--- src/rtl/regfile_write_ctrl.sv ---
// rtl/regfile_write_ctrl.sv - buffered write-back controller for the 64x32 register file
// Queues write requests, drains one per cycle into the RF write port, forwards pending data.
module regfile_write_ctrl #(
    parameter int DEPTH = 4,
    parameter int AW    = 6,
    parameter int DW    = 32
) (
    input  logic                     clk,
    input  logic                     rst_n,
    input  logic                     in_valid,
    output logic                     in_ready,
    input  logic [AW-1:0]            in_addr,
    input  logic [DW-1:0]            in_data,
    input  logic                     rf_stall,
    output logic                     rf_we,
    output logic [AW-1:0]            rf_wa,
    output logic [DW-1:0]            rf_wd,
    input  logic [AW-1:0]            fwd_addr,
    output logic                     fwd_hit,
    output logic [DW-1:0]            fwd_data,
    output logic                     idle,
    output logic [$clog2(DEPTH):0]   count
);

    localparam int PW = $clog2(DEPTH);
    localparam int CW = PW + 1;

    logic [AW-1:0] q_addr [DEPTH];
    logic [DW-1:0] q_data [DEPTH];
    logic [PW-1:0] wr_ptr;
    logic [PW-1:0] rd_ptr;
    logic          push;
    logic          pop;

    assign in_ready = (count != CW'(DEPTH));
    // Register 0 is hardwired to zero, so such writes complete the handshake but are dropped.
    assign push     = in_valid && in_ready && (in_addr != '0);
    assign pop      = (count != '0) && !rf_stall;
    assign idle     = (count == '0) && !rf_we;

    always_ff @(posedge clk) begin
        if (push) begin
            q_addr[wr_ptr] <= in_addr;
            q_data[wr_ptr] <= in_data;
        end
    end

    always_ff @(posedge clk) begin
        if (!rst_n) begin
            wr_ptr <= '0;
            rd_ptr <= '0;
            count  <= '0;
            rf_we  <= 1'b0;
            rf_wa  <= '0;
            rf_wd  <= '0;
        end else begin
            if (push) begin
                wr_ptr <= wr_ptr + PW'(1);
            end
            if (pop) begin
                rd_ptr <= rd_ptr + PW'(1);
                rf_wa  <= q_addr[rd_ptr];
                rf_wd  <= q_data[rd_ptr];
            end
            rf_we <= pop;
            count <= count + CW'(push) - CW'(pop);
        end
    end

    // Output stage is the oldest pending write; later FIFO matches override it, youngest last.
    always_comb begin
        logic [PW-1:0] idx;
        idx      = '0;
        fwd_hit  = 1'b0;
        fwd_data = '0;
        if (rf_we && (rf_wa == fwd_addr)) begin
            fwd_hit  = 1'b1;
            fwd_data = rf_wd;
        end
        for (int i = 0; i < DEPTH; i++) begin
            idx = rd_ptr + PW'(i);
            if ((CW'(i) < count) && (q_addr[idx] == fwd_addr)) begin
                fwd_hit  = 1'b1;
                fwd_data = q_data[idx];
            end
        end
        if (fwd_addr == '0) begin
            fwd_hit  = 1'b0;
            fwd_data = '0;
        end
    end

endmodule

--- config.mk ---
export PLATFORM = sky130hd
export DESIGN_NAME = regfile_write_ctrl
export DESIGN_NICKNAME = d
export VERILOG_FILES = /design/src/rtl/regfile_write_ctrl.sv
export SDC_FILE = /design/constraint.sdc
export NUM_CORES = 1
export LEC_CHECK = 0
export ABC_AREA = 1
export CAP_MARGIN = 20
export CORE_UTILIZATION = 45
export CTS_BUF_LIST = sky130_fd_sc_hd__clkbuf_8
export DETAILED_ROUTE_END_ITERATION = 6
export GPL_TIMING_DRIVEN = 1
export MAX_ROUTING_LAYER = met4
export PLACE_DENSITY_LB_ADDON = 0.15
export SETUP_SLACK_MARGIN = 0.2
export SLEW_MARGIN = 20
export SYNTH_ARGS = -nofsm -noshare
export SYNTH_HDL_FRONTEND = slang
export SYNTH_SLANG_ARGS = --single-unit
--- constraint.sdc ---
create_clock -name clk -period 4.65 [get_ports clk]
set_input_delay 0.465 -clock clk [delete_from_list [all_inputs] [get_ports clk]]
set_output_delay 0.465 -clock clk [all_outputs]
set_load 0.005 [all_outputs]
After elaboration in Yosys (flattened, before gate mapping)
Memories as Yosys holds them, arrays and structs flattened. A register that Yosys moved wholly into a read port is not among the register bits.
Cells that the tools add are included.
{"block": "word_totals", "input_bits": 48, "out_inout_bits": 77, "mem_bits_rw": 152, "memories": 2, "reg_bits": 46}
{"block": "classes", "eq_ne": 6, "reduce_logical": 15, "muxes": 18, "add_sub_neg": 6, "order_cmp": 4}
{"name": "q_data", "words": 4, "word_bits": 32, "read_ports": 4, "rd_clocked_by_memory_dff": 1, "wr": 1, "line_no": "29", "rtl": "logic [DW-1:0] q_data [DEPTH];"}
{"name": "q_addr", "words": 4, "word_bits": 6, "read_ports": 4, "rd_clocked_by_memory_dff": 1, "wr": 1, "line_no": "28", "rtl": "logic [AW-1:0] q_addr [DEPTH];"}
{"operator": "$mux W32", "count": 6}
{"operator": "$eq A6 B6 Y1", "count": 5}
{"operator": "$logic_and A1 B1 Y1", "count": 9}
{"operator": "$mux W1", "count": 8}
{"operator": "$mux W2", "count": 4}
{"operator": "$logic_not A6 Y1", "count": 1}
{"operator": "$lt A1 B3 Y1 const A", "count": 2}
{"operator": "$lt A2 B3 Y1 const A", "count": 2}
{"operator": "$reduce_bool A6 Y1", "count": 1}
{"operator": "$add A2 B1 Y2 const B", "count": 2}
{"operator": "$add A2 B2 Y2 const B", "count": 2}
{"operator": "$add A3 B1 Y3", "count": 1}
{"operator": "$logic_not A3 Y1", "count": 1}
{"operator": "$ne A3 B3 Y1 const B", "count": 1}
{"operator": "$reduce_bool A3 Y1", "count": 1}
{"operator": "$sub A3 B1 Y3", "count": 1}
{"operator": "$logic_not A1 Y1", "count": 2}

Logic depth before layout (Yosys ltp)
Gate-level depths: netlist of the first run.
{"block": "logic_depth", "word_depth": 8, "depth_mapped": 17, "depth_no_buf": 15}

Least setup slack after synthesis of the first run
OpenSTA, ideal clock, no wires.
{"block": "synth_path", "kind": "register to register", "startpoint": "register count[1]", "endpoint": "memory q_addr[0][0] (enable)", "setup_time_ns": 0.433, "t_arrival_ns": 2.469, "stages_incl_launch_ff": 5, "required_time_ns": 4.217, "slack_ns": 1.748, "n_path_buf": 0, "path_cell_list": "dfxtp_1 > inv_1 > nand3_1 > nand3_1 > nor2_1"}
{"block": "synth_via", "elab_chain_cells": 5}
{"element": "start, declared", "line_no": "22", "rtl": "output logic [$clog2(DEPTH):0] count"}
{"element": "start signal, assigned", "line_no": "66", "rtl": "count <= count + CW'(push) - CW'(pop);"}
{"element": "$ne A3 B3 Y1", "line_no": "35", "rtl": "assign in_ready = (count != CW'(DEPTH));"}
{"element": "named net in_ready", "line_no": "11", "rtl": "output logic in_ready,"}
{"element": "$logic_and A1 B1 Y1 (2 in series)", "line_no": "37", "rtl": "assign push = in_valid && in_ready && (in_addr != '0);"}
{"element": "$mux W1", "line_no": "42", "rtl": "if (push) begin"}
{"element": "$mux W1 (not written as such)", "line_no": "43", "rtl": "q_addr[wr_ptr] <= in_addr;"}
{"element": "end, declared", "line_no": "28"}
The timed path passes the listed nets, and every way through them passes these cells.

==> metrics.cfg, run 1 <==
[outcome]
outcome = finished, final reports clean

[power]
powerDensity_mw_per_mm2 = 508.3
worst_ir_drop_vdd_v = 0.0003093
leakagePower_nw = 5.654
total_power_w = 0.007267

[routing]
drcViolationCount = 0
first_pass_iters = 6
drtAntennaViolNets = 0
vias = 12198
wire_per_inst_um = 20.28
finalWirelength_mm = 41.88
viasPerCell = 5.907
drt_iter0_markers = 1370

[flow_run]
maxCapViolations = 0

[layout]
fillCellCount = 2612
final_common_cell = nand2_1
final_cell_mix = 440 x nand2_1, 244 x o21ai_0, 152 x edfxtp_1
antenna_cells = 0
drive_above_1_share_pct = 6.555
post-route-util_pct = 53.20
synthToLayoutAreaGrowth_pct = 16.16
nets = 1768
instances_no_fill = 2065

[critical_path]
r2r-end = q_data[3][11]
cp-start-kind = flip-flop
cpLargestDelayFamily = buffers and inverters
path_class = flip-flop to output port
rrSetupSlack_ns = 1.99
endpoint_kind = output port
r2r_start = count[1]
crit_fanout = 32
crit_top_cell = nand3_1
critPathSlowestCell = dfxtp_2
worstPathCellList = clkinv_2 > nand2_1 > nand3_1 > nand3_1 > nand2_1 > inv_1 > nand2_1 > nor2_2 > buf_4 > nand3_1 > nand3_1 > nand3_1 > a21oi_1 > clkdlybuf4s50_1
required_ns = 4.18
cp_num_buf_inv = 4
arrival_ns = 3.79
reg2regPathDepth = 5
max_stage_delay_ns = 0.58

[sta]
setup_violations = 0
post-route-period-util_pct = 91.60
period_needed_ns = 4.259
hold_viol = 0
finClkSkew_ns = 0.02202
tns_ns = 0
slew_violations = 0
rsz0062_at_grt = no
whs_ns = 0.5578
maxSlewHeadroom_pct = 31.67
worst_slew_pin_slew_ns = 1.022
fmax_mhz = 234.8

[place]
place.gp.congestion = 1.001
dp_hpwl_mm = 25.53
dp_cells = 2029
port_buffers = 124

[global_route]
antenna_found_initial = 0
grt_pass1_wl_mm = 63.18
overflow = 0
grtUsageMet2_pct = 46.65
use_met1_pct = 40.44
busiest_layer = met2
grt_use_total_pct = 30.37
met3_usage_pct = 4.845
grt_max_degree = 99
grt_pass1_vias = 11135

[yosys]
async_reset_ff_share_pct = 0
synth_edf_count = 152
ys_ff_latch = 200
yosysUniqueCellTypes = 39
synthCells = 1642
syn_nets = 1699
syn_area_per_cell_um2 = 7.496
synth-main-ff-cell = edfxtp_1
yosys_warnings = 0
syn_area_mm2 = 0.01231
yosysSeqAreaShare_pct = 44.89

[hold_path]
hold_path_class = flip-flop to flip-flop
min_from = wr_ptr[1]
min_path_cells = 2
holdPathEnd = wr_ptr[1]

[clock_tree]
clk_pin_slew_ns = 0.11
root_buffer = clkbuf_8
numCtsBuffers = 17
cts_tree = yes
h-tree-depth = 4
clockBufferDepth = 2
insertion_delay_ns = 0.49
cts.sink_count = 200

[die]
io_pins = 125
start_util_pct = 45.80
die_w_um = 167.4
die_y_um = 167.4
core_area_mm2 = 0.02688
rows = 60
die-area_mm2 = 0.02802

-- tightest hold or removal path, stage by stage (launching register included) --
cell and delay (ns):
dfxtp_1 0.36, inv_1 0.10, a21oi_1 0.06
-- layer usage --
metal | up-vias | part of all wire (%)
li1 | 5777 | -
met1 | 5619 | 43
met2 | 691 | 45
met3 | 111 | 9.0
met4 | 0 | 2.9
met5 | - | 0
-- where the power goes --
part	internal, W	switching, W	total, W
Sequential	0.00223	0.000245	0.00247
Clock	0.000513	0.000712	0.00122
Combinational	0.00122	0.00235	0.00357
Total	0.00396	0.00331	0.00727
-- metrics by stage --
| stage | area [um^2] | setup WS (ns) |
|---|---|---|
| 2_1_floorplan | 12310 | 1.748 |
| 3_3_place_gp | 13780 | 0.5881 |
| 3_5_place_dp | 13780 | 0.5764 |
| 4_1_cts | 14220 | 0.2602 |
| 5_1_grt | 14300 | 0.2389 |
| 6_report | 14300 | 0.3907 |
-- flip-flops by register name, summed over array words and instances, names as in the netlist, named ones only --
register	count
rd_ptr	2
rf_wd	32
wr_ptr	2
q_data	128
q_addr	24
rf_we	1
count	3
rf_wa	6
-- worst max path at each step --
| stage | start | to | slack [ns] | cells after the start |
|---|---|---|---|---|
| 6_report | flip-flop | fwd_data[0] | 0.39 | 14 |
| 5_1_grt | rd_ptr[0] | fwd_data[0] | 0.24 | 15 |
| 4_1_cts | rd_ptr[1] | fwd_data[0] | 0.26 | 13 |
| 3_5_place_dp | flip-flop | fwd_data[0] | 0.58 | 16 |
| 3_3_place_gp | flip-flop | fwd_data[5] | 0.59 | 16 |
| 2_1_floorplan | count[1] | q_addr[0][0] | 1.75 | 4 |
-- cell type report --
| class | instances | area, um^2 | area share, % |
|---|---|---|---|
| inverters | 159 | 606.8 | 4.244 |
| multi-input cells | 1166 | 5700 | 39.87 |
| clock buffers | 17 | 234.0 | 1.636 |
| repair buffers | 167 | 1593 | 11.14 |
| well taps | 341 | 426.7 | 2.984 |
| flip-flops and latches | 200 | 5532 | 38.69 |
| clock inverters | 15 | 205.2 | 1.435 |
-- logic make-up (layout without fill, tap and decap cells) --
family,Yosys count,after routing,share of synthesized area [%]
simple gates,651,652,22.10
compound gates,502,502,22.28
buf+inv,277,358,9.474
flops,200,200,44.89
fa+ha+maj,9,9,0.9759
xor+xnor,3,3,0.2745
-- Yosys cell counts (all sizes together), types with 2 or more instances --
cell | instances | area (um^2)
inv | 159 | 601.8
o211ai | 2 | 15.01
xor2 | 3 | 33.79
nand3 | 136 | 690.7
nor2 | 55 | 240.2
o21ai | 252 | 1272
edfxtp | 152 | 4564
nand3b | 2 | 15.01
ha | 8 | 100.1
a31oi | 32 | 200.2
dfxtp | 48 | 960.9
a22oi | 6 | 45.04
a221oi | 31 | 271.5
nor3 | 4 | 25.02
buf | 58 | 339.1
a21oi | 146 | 730.7
nand2 | 448 | 1712
o22ai | 32 | 200.2
clkbuf | 60 | 225.2
nor4 | 4 | 25.02
-- repair_timing --
| action | 4_1_cts | 5_1_grt |
|---|---|---|
| endpoints found under the hold margin | 0 | 0 |
| hold buffers | 0 | 0 |
| cloned | 0 | 1 |
| gates resized for setup | 1 | 7 |
| setup buffers | 0 | 3 |
| endpoints found under the setup margin | 23 | 26 |
| pin swaps | 0 | 1 |
Power figures use the tool's default switching activity.
==> run 2: changes to the inputs <==
--- a/config.mk
+++ b/config.mk
@@ -7,7 +7,9 @@
 export LEC_CHECK = 0
 export ABC_AREA = 1
 export CAP_MARGIN = 20
-export CORE_UTILIZATION = 45
+export CELL_PAD_IN_SITES_DETAIL_PLACEMENT = 1
+export CELL_PAD_IN_SITES_GLOBAL_PLACEMENT = 2
+export CORE_UTILIZATION = 35
 export CTS_BUF_LIST = sky130_fd_sc_hd__clkbuf_8
 export DETAILED_ROUTE_END_ITERATION = 6
 export GPL_TIMING_DRIVEN = 1
==> constraint.sdc (replaced) <==
create_clock -name clk -period 4.76 [get_ports clk]
set_input_delay 0.476 -clock clk [delete_from_list [all_inputs] [get_ports clk]]
set_output_delay 0.476 -clock clk [all_outputs]
set_load 0.005 [all_outputs]
==> metrics.cfg, run 2 (synthesis gave the netlist of run 1 again) <==
[power]
worst_ir_drop_vdd_v = 0.0002290
leakagePower_nw = 5.620
powerDensity_mw_per_mm2 = 493.8
total_power_w = 0.007070
p_clk_share_pct = 15.1
p_switching_w = 0.003274
pwr-share-comb_pct = 50.2
pwr-share-seq_pct = 34.6
p_int_w = 0.003796
netSwitchingFraction_pct = 46.31

[routing]
vias = 12099
drcViolationCount = 0
wire_per_inst_um = 22.18
first_pass_iters = 5
finalWirelength_mm = 48.32
viasPerCell = 5.555
drtAntennaViolNets = 0
drt_iter0_markers = 718

[global_route]
grt_pass1_vias = 12062
overflow = 0
grt_use_total_pct = 28.09
grt_pass1_wl_mm = 73.60
antenna_found_initial = 1
grt_max_degree = 86

[clock_tree]
cts.sink_count = 200
clk_pin_slew_ns = 0.10
cts_tree = yes
numCtsBuffers = 17
insertion_delay_ns = 0.50
root_buffer = clkbuf_8
clockBufferDepth = 2
h-tree-depth = 4

[sta]
finClkSkew_ns = 0.01600
slew_violations = 0
setup_ws_ns = 0.5200
setup_violations = 0
tns_ns = 0
hold_viol = 0
worst_slew_pin_slew_ns = 1.197
maxSlewHeadroom_pct = 20.19
rsz0062_at_grt = no
fmax_mhz = 235.8
post-route-period-util_pct = 89.08
period_needed_ns = 4.240

[critical_path]
endpoint_kind = output port
crit_fanout = 82
arrival_ns = 3.76
cp-start-kind = flip-flop
required_ns = 4.28
reg2regPathDepth = 5
path_class = flip-flop to output port
r2r_start = count[1]
rrSetupSlack_ns = 1.88
r2r-end = q_addr[0][2]

[place]
place_area_mm2 = 0.01393
place.gp.congestion = 0.8966
place_ws_ns = 0.6865
port_buffers = 124
dp_cells = 2144
dp_hpwl_mm = 30.84

[layout]
fillCellCount = 4280
largest_register_ff_count = 128
final_common_cell = nand2_1
postLayoutCellArea_mm2 = 0.01432
max_flop_register = q_data
instances_no_fill = 2178
nets = 1766
drive_above_1_share_pct = 6.156
final_cell_mix = 441 x nand2_1, 244 x o21ai_0, 155 x inv_1
largestRegisters = q_data x128, rf_wd x32, q_addr x24
synthToLayoutAreaGrowth_pct = 16.33

[flow_run]
maxCapViolations = 0

[hold_path]
min_path_cells = 2
hold_path_class = flip-flop to flip-flop
holdPathEnd = wr_ptr[1]
min_from = wr_ptr[1]

[die]
die_w_um = 189.5
rows = 68
die_y_um = 189.5
io_pins = 125
start_util_pct = 35.63
die-area_mm2 = 0.03592
core_area_mm2 = 0.03454

[outcome]
outcome = finished, final reports clean

run 2: worst max-delay path, stage by stage, from the launching register on:
cell and delay (ns):
dfxtp_2 0.44, clkinv_2 0.16, buf_4 0.31, buf_4 0.65
o21ai_0 0.31, nand2_1 0.14, nand3_1 0.08, nand3_1 0.10
nand3_1 0.07, a21oi_1 0.29, clkdlybuf4s50_1 0.57
run 2: cell type report:
cell class / count / area (um^2) / share of cell area (%)
multi-input combinational: 1165 / 5674 / 39.63
sequential: 200 / 5532 / 38.63
timing repair buffer: 166 / 1579 / 11.03
inverter: 159 / 605.6 / 4.230
tap: 455 / 569.3 / 3.976
clock buffer: 19 / 261.5 / 1.826
clock inverter: 13 / 93.84 / 0.6554
antenna: 1 / 2.502 / 0.01748
run 2: metrics by stage:
| step | util [%] | hold WS, ns |
|---|---|---|
| 3_5_place_dp | 40.34 | 0.5404 |
| 2_1_floorplan | - | 0.4903 |
| 5_1_grt | 41.45 | 0.5828 |
| 4_1_cts | 41.37 | 0.5551 |
| 3_3_place_gp | 40.34 | 0.5307 |
| 6_report | 41.45 | 0.5533 |
run 2: timing repair:
item | in CTS | in global routing
endpoints found under the setup margin | 17 | 6
buffers inserted | 0 | 1
resized for setup | 1 | 4
hold buffers | 0 | 0
run 2: metal layers:
metal | part of all wire (%) | GRT usage [%]
met2 | 49 | 46.70
met1 | 46 | 36.10
met3 | 3.9 | 3.689
met4 | 1.7 | 6.731
met5 | 0 | -
run 2: power by group through the flow:
stage	Combinational [W]	Sequential, W	Clock (W)
floorplan	0.00221	0.00236	0
global placement	0.00346	0.00249	0
detailed placement	0.00351	0.00249	0
CTS	0.00353	0.00246	0.00110
global route	0.00394	0.00248	0.00116
finish	0.00355	0.00245	0.00107
run 2: worst max path at each step:
stage	start	to	slack, ns	depth (start not counted)
3_5_place_dp	flip-flop	fwd_data[15]	0.69	15
3_3_place_gp	flip-flop	fwd_data[20]	0.68	15
4_1_cts	flip-flop	fwd_data[20]	0.31	14
6_report	flip-flop	fwd_data[15]	0.52	10
2_1_floorplan	count[1]	q_addr[0][0]	1.86	4
5_1_grt	flip-flop	fwd_data[15]	0.29	15
